`config.mk`:
```
export PLATFORM = sky130hd
export DESIGN_NAME = video_pattern_gen
export DESIGN_NICKNAME = d
export VERILOG_FILES = /design/src/rtl/video_pattern_gen.sv
export SDC_FILE = /design/constraint.sdc
export NUM_CORES = 1
export LEC_CHECK = 0
export CAP_MARGIN = 10
export CORE_ASPECT_RATIO = 1.4
export CORE_MARGIN = 1.5
export CORE_UTILIZATION = 64
export DETAILED_ROUTE_END_ITERATION = 6
export DONT_BUFFER_PORTS = 1
export HOLD_SLACK_MARGIN = 0.05
export PLACE_DENSITY = 0.8
export SYNTH_ARGS = -nofsm -noshare
export SYNTH_HDL_FRONTEND = slang
export SYNTH_SLANG_ARGS = --single-unit
```
`constraint.sdc`:
```
create_clock -name aclk -period 4 [get_ports aclk]
set_clock_uncertainty 0.15 [all_clocks]
set_input_delay 0.4 -clock aclk [delete_from_list [all_inputs] [get_ports aclk]]
set_output_delay 0.4 -clock aclk [all_outputs]
set_load 0.02 [all_outputs]
```
`src/rtl/video_pattern_gen.sv`:
```
// video_pattern_gen: AXI4-Stream 24-bit test-pattern source (bars, ramp, checkerboard, solid)
module video_pattern_gen #(
  parameter int H_ACTIVE   = 1280,
  parameter int V_ACTIVE   = 720,
  parameter int GAP_CYCLES = 0
) (
  input  logic        aclk,
  input  logic        aresetn,
  input  logic        enable,
  input  logic [1:0]  pattern_sel,
  input  logic [23:0] solid_rgb,
  output logic [23:0] m_axis_video_tdata,
  output logic        m_axis_video_tvalid,
  input  logic        m_axis_video_tready,
  output logic        m_axis_video_tuser,
  output logic        m_axis_video_tlast,
  output logic        frame_done,
  output logic [15:0] frame_count
);
  typedef enum logic [1:0] {IDLE, ACTIVE, GAP} state_t;
  localparam int BW = H_ACTIVE / 8;
  localparam logic [11:0] X_LAST = 12'(H_ACTIVE - 1);
  localparam logic [11:0] Y_LAST = 12'(V_ACTIVE - 1);
  localparam logic [11:0] B_LAST = 12'(BW - 1);
  localparam logic [15:0] G_LAST = 16'(GAP_CYCLES - 1);
  localparam logic HAS_GAP = GAP_CYCLES > 0;
  state_t state, state_nx;
  // x/y/bar/bcnt address the next pixel to load into the output register
  logic [11:0] x, y, bcnt, sx, sy, sbc;
  logic [2:0]  bar, sbar;
  logic [1:0]  pat, spat;
  logic [23:0] rgb, srgb, px;
  logic [15:0] gcnt;
  logic        eof, hs, fin, gap_done, restart, ld, xl, yl, bl;
  assign hs       = m_axis_video_tvalid & m_axis_video_tready;
  assign fin      = (state == ACTIVE) & hs & eof;
  assign gap_done = (state == GAP) & (gcnt == G_LAST);
  assign restart  = ((fin & ~HAS_GAP) | gap_done) & enable;
  assign ld       = restart | ((state == ACTIVE) & (~m_axis_video_tvalid | (m_axis_video_tready & ~eof)));
  // state register
  always_ff @(posedge aclk)
    if (!aresetn) state <= IDLE;
    else state <= state_nx;
  // next state: frames always run to completion before enable is reconsidered
  always_comb begin
    state_nx = state;
    state_nx = (state == IDLE) ? (enable ? ACTIVE : IDLE) :
               (fin && HAS_GAP) ? GAP :
               (fin || gap_done) ? (enable ? ACTIVE : IDLE) : state;
  end
  // pixel source: a frame restart loads (0,0) straight from the live inputs so no bubble appears
  always_comb begin
    sx   = restart ? '0 : x;
    sy   = restart ? '0 : y;
    sbc  = restart ? '0 : bcnt;
    sbar = restart ? '0 : bar;
    spat = restart ? pattern_sel : pat;
    srgb = restart ? solid_rgb : rgb;
    xl   = sx == X_LAST;
    yl   = sy == Y_LAST;
    bl   = sbc == B_LAST;
    px   = (spat == 2'd0) ? {{8{~sbar[1]}}, {8{~sbar[0]}}, {8{~sbar[2]}}} :
           (spat == 2'd1) ? {3{sx[7:0]}} :
           (spat == 2'd2) ? {24{~(sx[3] ^ sy[3])}} : srgb;
  end
  // output register, position counters, frame accounting and gap timer
  always_ff @(posedge aclk)
    if (!aresetn) begin
      m_axis_video_tdata  <= '0;
      m_axis_video_tvalid <= 1'b0;
      m_axis_video_tuser  <= 1'b0;
      m_axis_video_tlast  <= 1'b0;
      frame_done          <= 1'b0;
      frame_count         <= '0;
      x    <= '0;
      y    <= '0;
      bcnt <= '0;
      bar  <= '0;
      pat  <= '0;
      rgb  <= '0;
      eof  <= 1'b0;
      gcnt <= '0;
    end else begin
      frame_done <= fin;
      if (fin) frame_count <= frame_count + 16'd1;
      if ((state == IDLE && enable) || restart) begin
        pat <= pattern_sel;
        rgb <= solid_rgb;
      end
      if (ld) begin
        m_axis_video_tdata  <= px;
        m_axis_video_tvalid <= 1'b1;
        m_axis_video_tuser  <= (sx == '0) && (sy == '0);
        m_axis_video_tlast  <= xl;
        eof  <= xl & yl;
        x    <= xl ? '0 : sx + 12'd1;
        y    <= xl ? (yl ? '0 : sy + 12'd1) : sy;
        bcnt <= (xl | bl) ? '0 : sbc + 12'd1;
        bar  <= xl ? '0 : (bl && sbar != 3'd7) ? sbar + 3'd1 : sbar;
      end else if (fin) begin
        m_axis_video_tvalid <= 1'b0;
      end
      if (state == IDLE) begin
        x    <= '0;
        y    <= '0;
        bcnt <= '0;
        bar  <= '0;
      end
      gcnt <= (state == GAP) ? gcnt + 16'd1 : '0;
    end
endmodule

```
# Word level (Yosys, flattened, before mapping)
# Index checks and enable logic that the tools add are counted.
[word_totals]
register_bits = 128
inputBits = 30
out_inout_bits = 44
wordCells = 83
[classes]
n_eq_ne = 9
n_mux = 20
n_addsub = 6
reduce_logical = 13
bitwise_logic = 20
[op_table]
columns = ["cell", "n"]
rows = [
  ["24-bit two-way mux", 4],
  ["12-bit two-way mux", 7],
  ["12-bit by 1-bit adder with 12-bit output (second input constant)", 3],
  ["16-bit by 1-bit adder with 16-bit output (second input constant)", 2],
  ["12-bit logical NOT", 2],
  ["16-bit equality test (second input constant)", 1],
  ["12-bit by 10-bit equality test with 1-bit output (second input constant)", 1],
  ["12-bit by 11-bit equality test with 1-bit output (second input constant)", 1],
  ["12-bit by 8-bit equality test with 1-bit output (second input constant)", 1],
  ["3-bit two-way mux", 3],
  ["1-bit AND", 8],
  ["1-bit NOT", 7],
  ["2-bit two-way mux", 3],
  ["2-bit by 1-bit equality test with 1-bit output (second input constant)", 2],
  ["2-bit equality test (second input constant)", 2],
  ["2-bit logical NOT", 2],
  ["1-bit bitwise OR", 4],
  ["2-bit nonzero test", 2],
  ["3-bit by 1-bit adder with 3-bit output (second input constant)", 1],
  ["1-bit logical AND", 3],
  ["1-bit two-way mux", 3],
  ["3-bit != test (second input constant)", 1],
  ["1-bit logical OR", 2],
  ["2-bit AND reduction", 1],
  ["other kinds (2)", 2],
]

# Logic depth before layout (Yosys ltp)
# Gate-level depths: netlist (run 1).
[depth]
word_depth = 11
mapped_depth = 15

# Worst setup path before layout (run 1)
# OpenSTA, ideal clock, no wires.
[synth_timing]
path_kind = "register to register"
start = "reg m_axis_video_tvalid"
end = "reg bcnt[6]"
path_buffers = 6
required_time_ps = 3778
stages_incl_launch_ff = 16
t_arrival_ps = 3265
setup_slack_ps = 513
period_less_slack_ps = 3487
path_cell_list = "dfxtp_1 > buf_4 > and4_1 > clkbuf_1 > nand2_1 > clkbuf_1 > buf_4 > and2_1 > ha_1 > and4_1 > clkbuf_1 > and3_1 > a211oi_1 > clkbuf_1 > a31oi_1 > mux2i_1"
[synth_via]
elab_chain_len = 9
[synth_rtl]
columns = ["item", "line", "source"]
rows = [
  ["start, declared", "13", "output logic m_axis_video_tvalid,"],
  ["start signal, assigned", "70", "m_axis_video_tvalid <= 1'b0;"],
  ["start signal, assigned", "92", "m_axis_video_tvalid <= 1'b1;"],
  ["start signal, assigned", "101", "m_axis_video_tvalid <= 1'b0;"],
  ["parallel branches: the longest is 9 deep, another holds 12-bit by 1-bit adder with 12-bit output", "-", ""],
  ["end signal, assigned", "98", "bcnt <= (xl | bl) ? '0 : sbc + 12'd1;"],
  ["end, declared", "29", "logic [11:0] x, y, bcnt, sx, sy, sbc;"],
]
# Parallel ways; which one is timed is not known.
# A chain may end at the register's enable or synchronous reset.

# Worst setup path after layout (run 1)
[layout_timing]
start = "reg m_axis_video_tvalid"
end = "reg bcnt[8]"
# Same word-level chain as after synthesis.

==> results of run 1 <==
## cell usage after synthesis, types with 16 or more instances
library cell / instances / share of area [%]
a22oi_1: 18 / 2.4
a31oi_1: 24 / 2.7
nand4_1: 20 / 2.2
clkbuf_1: 34 / 2.3
and2_1: 33 / 3.7
nand2_1: 99 / 6.6
dfxtp_1: 111 / 40
a21oi_1: 32 / 2.9
nor2_1: 26 / 1.7
a21boi_0: 31 / 4.2
o21ai_0: 43 / 3.8
xnor2_1: 16 / 2.5
nand3_1: 36 / 3.2
## per-layer routing
metal | GRT usage [%] | wire [um]
met2 | 58.1 | 7810
met3 | 8.16 | 973
met5 | 0 | 0
met4 | 18.0 | 642
met1 | 39.3 | 6030
## sequential cells by signal, indices dropped and copies added, names as in the netlist, 2 cells and up
register and count:
rgb 24, y 12, x 12, m_axis_video_tdata 24
pat 2, bcnt 12, frame_count 16, bar 3
## path summary, 6_finish.rpt
kind	end	slack, ns
setup / recovery	bcnt[8]	0.45
hold / removal	rgb[17]	0.05
setup reg to reg	bcnt[8]	0.45
hold reg to reg	rgb[8]	0.32
## repair_timing
item,4_1_cts,5_1_grt
hold buffers,22,1
setup endpoints to repair,0,0
hold endpoints to repair,58,7
## worst register-to-register path: cells and delay by family, from the launching register on
family / cells / cell delay [ns]
and+or+nand+nor: 5 / 1.43
DFF: 1 / 0.59
AOI/OAI and AO/OA: 3 / 0.53
buffers and inverters: 2 / 0.52
adders and majority gates: 1 / 0.26
## report_power, final
group | switching [uW] | total [uW] | internal, uW
combinational | 110 | 175 | 64.6
clock | 432 | 882 | 450
sequential | 60.1 | 1200 | 1140
## through the flow
stage	cell area (um2)	std cells	utilization, %	hold slack (ns)
after floorplan	5600	686	-	0.293
after global placement	5660	761	66.1	0.299
after detailed placement	5660	761	66.1	0.307
after CTS	6180	799	72.2	0.0500
after global routing	6190	800	72.3	0.0511
final	6190	800	72.3	0.0521
## layout make-up
| type | instances | area [um2] |
|---|---|---|
| multi-input combinational | 520 | 3150 |
| fill | 663 | 2370 |
| sequential | 111 | 2220 |
| timing repair buffer | 39 | 360 |
| clock buffer | 10 | 239 |
| tap | 105 | 131 |
| clock inverter | 6 | 51.3 |
| inverter | 9 | 33.8 |
## logic make-up (layout without fill, tap and decap cells)
logic type | Yosys count | after routing | share of synthesized area [%]
AND/OR/NAND/NOR | 284 | 284 | 26.1
AO/OA/AOI/OAI | 196 | 196 | 22.7
flip-flops | 111 | 111 | 39.7
buffers and inverters | 55 | 64 | 4.42
XOR/XNOR | 21 | 21 | 3.28
multiplexers | 11 | 11 | 1.97
adder cells (fa/ha/maj) | 8 | 8 | 1.79
==> flow_metrics.tcl, run 1 <==
set metrics [dict create \
    ys_ff_latch 111 \
    cp_max_fo 26 \
    setup_tns_ns 0 \
    hold_viol 0 \
    design.core.area_um2 8560 \
    setup_violations 0 \
    nets 728 \
    dr.pass1.iters 5 \
    final.period_utilization_pct 88.7 \
    dp_hpwl_mm 9.97 \
    critPathLaunchType "flop" \
    fp.dieW_um 82.1 \
    finalCriticalPeriod_ns 3.55 \
    antenna_found_initial 0 \
    cts_sinks 111 \
    max-clock-path-buffers 2 \
    syn_to_final_growth_pct 10.5 \
    synth_cell_types 50 \
    vias 5297 \
    postRouteAntennaNets 0 \
    wl_mm 15.5 \
    rsz0062_at_grt "false" \
    cp_data_required_time_ns 4.12 \
    path_clk_slew_ns 0.08 \
    min_from "solid_rgb[17]" \
    via_per_inst 6.62 \
    cts_setup_buffers 0 \
    ctsHtreeMaxLevel 3 \
    tightest_slew_ns 1.05 \
    finalPower_uw 2260 \
    crit_family "simple AND/OR/NAND/NOR gates" \
    die_area_um2 9330 \
    cp.depth 11 \
    seq_area_frac_synth_pct 39.7 \
    ios 74 \
    cpPeakStageDelay_ns 0.59 \
    dieHeight_um 114 \
    grtUsageTotal_pct 34.4 \
    leakage_uw 0.00212 \
    wl_per_cell_um 19.3 \
    grt_start_max_net_pins 51 \
    syn_area_per_cell_um2 8.16 \
    post_cts_resized 0 \
    cp-end-kind "flop" \
    drc 0 \
    first_iter_violations 501 \
    rows 40 \
    max_freq_mhz 282 \
    timing.rr.start "m_axis_video_tvalid" \
    syn_inst 686 \
    critPathArrivalTime_ns 3.67 \
    cp.buffers_inverters 2 \
    layout_common_cells "dfxtp_1, nand2_1, o21ai_0" \
    synth_nets 724 \
    antenna_cells 0 \
    min_path_type "input pin to flop" \
    max_slew_margin_pct 28.3 \
    port_buffers 0 \
    cts-root-buf "clkbuf_16" \
    grt_pass1_wl_mm 24.8 \
    power_density_nw_per_um2 366 \
    synth_edf_count 0 \
    drive_above_1_share_pct 6.33 \
    yosysWarnings 0 \
    ys.flop_type "dfxtp_1" \
    cts_tree "yes" \
    worstSetupPathType "flop to flop" \
    drv_slew 0 \
    cap_violations 0 \
    first_global_vias 5203 \
    ir_worst_vdd_mv 0.312 \
    cts_buffers 9 \
    startpoint "m_axis_video_tvalid" \
    netlist_area_um2 5600 \
    final_common_cell "dfxtp_1" \
    initial_core_util_pct 65.4 \
    clk_latency_ns 0.35 \
    grt_overflow 0 \
    worstRegToRegCells 11 \
    crit_path_top_delay_cell "dfxtp_1" \
    ys_async_sr_fraction_pct 0 \
    fin_ws_ns 0.452 \
    crit_chain "and4_1, nand2_1, buf_4, and2_1, ha_1, and4_1, and3_1, a211oi_1, buf_4, a31oi_1, o21ai_0" \
    outcome "finished, final reports clean" \
    place_ws_ns 0.517 \
    place_congestion 0.916 \
    min_path_cells 2 \
]
Power figures use the tool's default switching activity.
==> run 2: changes to the inputs <==
--- a/config.mk
+++ b/config.mk
@@ -10,7 +10,8 @@
 export CORE_MARGIN = 1.5
-export CORE_UTILIZATION = 64
+export CORE_UTILIZATION = 57
 export DETAILED_ROUTE_END_ITERATION = 6
 export DONT_BUFFER_PORTS = 1
+export GPL_TIMING_DRIVEN = 1
 export HOLD_SLACK_MARGIN = 0.05
-export PLACE_DENSITY = 0.8
+export PLACE_DENSITY = 0.75
 export SYNTH_ARGS = -nofsm -noshare
==> constraint.sdc (replaced) <==
create_clock -name aclk -period 3.1 [get_ports aclk]
set_clock_uncertainty 0.15 [all_clocks]
set_input_delay 0.31 -clock aclk [delete_from_list [all_inputs] [get_ports aclk]]
set_output_delay 0.31 -clock aclk [all_outputs]
set_load 0.1 [all_outputs]
==> run 2 against run 1 <==
  * Die area up 12%
  * Sequential cell count unchanged
  * Design area up 6.4%
  * Clock power up 33%
  * Register-to-register slack worse by 0.22 ns
  * Non-clock buffer count up 39
  * Clock-buffer cell count down 1
  * Setup slack worse by 0.22 ns
  * Sequential share of layout area down 2.1 points
  * Cell count up 8.3%
  * Combinational power up 70%
  * Highest routed layer unchanged
==> flow_metrics.tcl, run 2 (same netlist as run 1, synthesis figures left out) <==
set metrics [dict create \
    setup_violations 0 \
    outcome "finished, final reports clean" \
    antenna_cells 0 \
    final_common_cell "dfxtp_1" \
    max_freq_mhz 349 \
    nets 767 \
    cpPeakStageDelay_ns 0.65 \
    grt_start_max_net_pins 73 \
    initial_core_util_pct 58.9 \
    path_clk_slew_ns 0.08 \
    cts_buffers 9 \
    antenna_found_initial 0 \
    fin_ws_ns 0.231 \
    drc 0 \
    first_global_vias 5495 \
    multi_input_area_um2 3190 \
    cap_violations 0 \
    finalCriticalPeriod_ns 2.87 \
    cp-end-kind "flop" \
    dp_cells 821 \
    biggestRegsByFlops "m_axis_video_tdata: 24 flops, rgb: 24 flops, frame_count: 16 flops" \
    finalPower_uw 3160 \
    worstReg2RegEnd "bcnt[9]" \
    startpoint "eof" \
    wl_mm 15.8 \
    drive_above_1_share_pct 11.6 \
    first_iter_violations 451 \
    design.core.area_um2 9510 \
    place_ws_ns 0.265 \
    worstSetupEndpoint "bcnt[9]" \
    leakage_uw 0.00232 \
    dieHeight_um 120 \
    critPathArrivalTime_ns 3.01 \
    hold_viol 0 \
    max_slew_margin_pct 32.0 \
    drv_slew 0 \
    rsz0062_at_grt "false" \
    port_buffers 0 \
    post_cts_resized 0 \
    critPathLaunchType "flop" \
    postRouteAntennaNets 0 \
    dp_hpwl_mm 10.5 \
    cts_sinks 111 \
    cts-root-buf "clkbuf_16" \
    stdcell_count 866 \
    cts_tree "yes" \
    cp_data_required_time_ns 3.24 \
    whs_ns 0.0532 \
    max-clock-path-buffers 2 \
    ctsHtreeMaxLevel 3 \
    grt_overflow 0 \
    fp.dieW_um 86.8 \
    ff2ff_setup_slack_ns 0.23 \
    grt_pass1_wl_mm 26.0 \
    die_area_um2 10400 \
    rows 42 \
    dr.pass1.iters 7 \
    tightest_slew_ns 1.02 \
    worstRegToRegCells 9 \
    final.period_utilization_pct 92.6 \
    cts_setup_buffers 0 \
    ir_worst_vdd_mv 0.434 \
    final_core_util_pct 69.2 \
    vias 5563 \
    grtUsageTotal_pct 31.1 \
    ios 74 \
    min_path_type "input pin to flop" \
    layout_common_cells "dfxtp_1, nand2_1, buf_4" \
    fill_cells 738 \
    clk_latency_ns 0.36 \
    crit_chain "and4_1, nand2_4, and2_1, ha_2, and4_1, and3_1, a211oi_2, nand2_1, o21ai_1" \
    crit_path_top_delay_cell "a211oi_2" \
    path_common_cell "and4_1" \
    via_per_inst 6.42 \
    place_congestion 0.927 \
    cp_max_fo 13 \
    syn_to_final_growth_pct 17.6 \
    power_density_nw_per_um2 480 \
    worstSetupPathType "flop to flop" \
    timing.rr.start "eof" \
    regArea_um2 2230 \
    wl_per_cell_um 18.2 \
]
-- run 2: cell count changes in the layout (fill, tap and decap cells not counted), sizes merged --
cell and change:
buf +33, dlygate4sd3 +6, clkbuf -1, inv +1
-- run 2: metrics by stage --
step	area (um2)	setup TNS [ns]
floorplan	5690	-0.0379
global placement	5980	0
detailed placement	5980	0
CTS	6570	0
global route	6580	0
finish	6580	0
-- run 2: cell type report --
cell class / count / share of cell area (%)
inverters: 9 / 0.513
clock inverters: 7 / 1.14
well taps: 132 / 2.51
clock buffers: 9 / 3.42
multi-input cells: 520 / 48.5
flip-flops and latches: 111 / 33.8
repair buffers: 78 / 10.1
-- run 2: power breakdown --
group / total, uW / internal [uW] / switching, uW / leakage, uW
combinational: 297 / 101 / 196 / 0.00127
clock: 1170 / 573 / 594 / 0.000148
sequential: 1690 / 1480 / 218 / 0.000905
-- run 2: worst min-delay path by stage --
stage                             from                    end  slack (ns)  cells after the start
after global placement         aresetn        frame_count[13]        0.29                      1
final                     solid_rgb[0]  m_axis_video_tdata[0]        0.05                      2
after floorplan                rgb[17]                rgb[17]        0.29                      2
after global routing      solid_rgb[5]  m_axis_video_tdata[5]        0.07                      2
after detailed placement       aresetn        frame_count[11]        0.29                      1
after CTS                 solid_rgb[0]  m_axis_video_tdata[0]        0.05                      2
-- run 2: routing by layer --
metal  track usage (%)  share of wire, %  vias to the layer above
li1                  -                 -                     2607
met1              35.6                38                     2583
met2              52.1                49                      282
met3              6.42               7.0                       91
met4              19.8               5.8                        0
met5                 0                 0                        -
-- run 2: timing repair --
item,in CTS,in global routing
hold endpoints to repair,72,1
hold buffers,28,1
setup endpoints to repair,0,0
-- run 2: critical path, delay by kind of cell (launching register included) --
kind,cells,cell delay (ns)
AO/OA/AOI/OAI,2,0.83
adder cells (fa/ha/maj),1,0.23
flip-flops,1,0.41
AND/OR/NAND/NOR,6,1.17
==> run 3: changes to the inputs <==
- CTS_CLUSTER_SIZE: unset -> 10
==> results of run 3 <==
Final layout, timing and power as in run 2 (identical DEF).
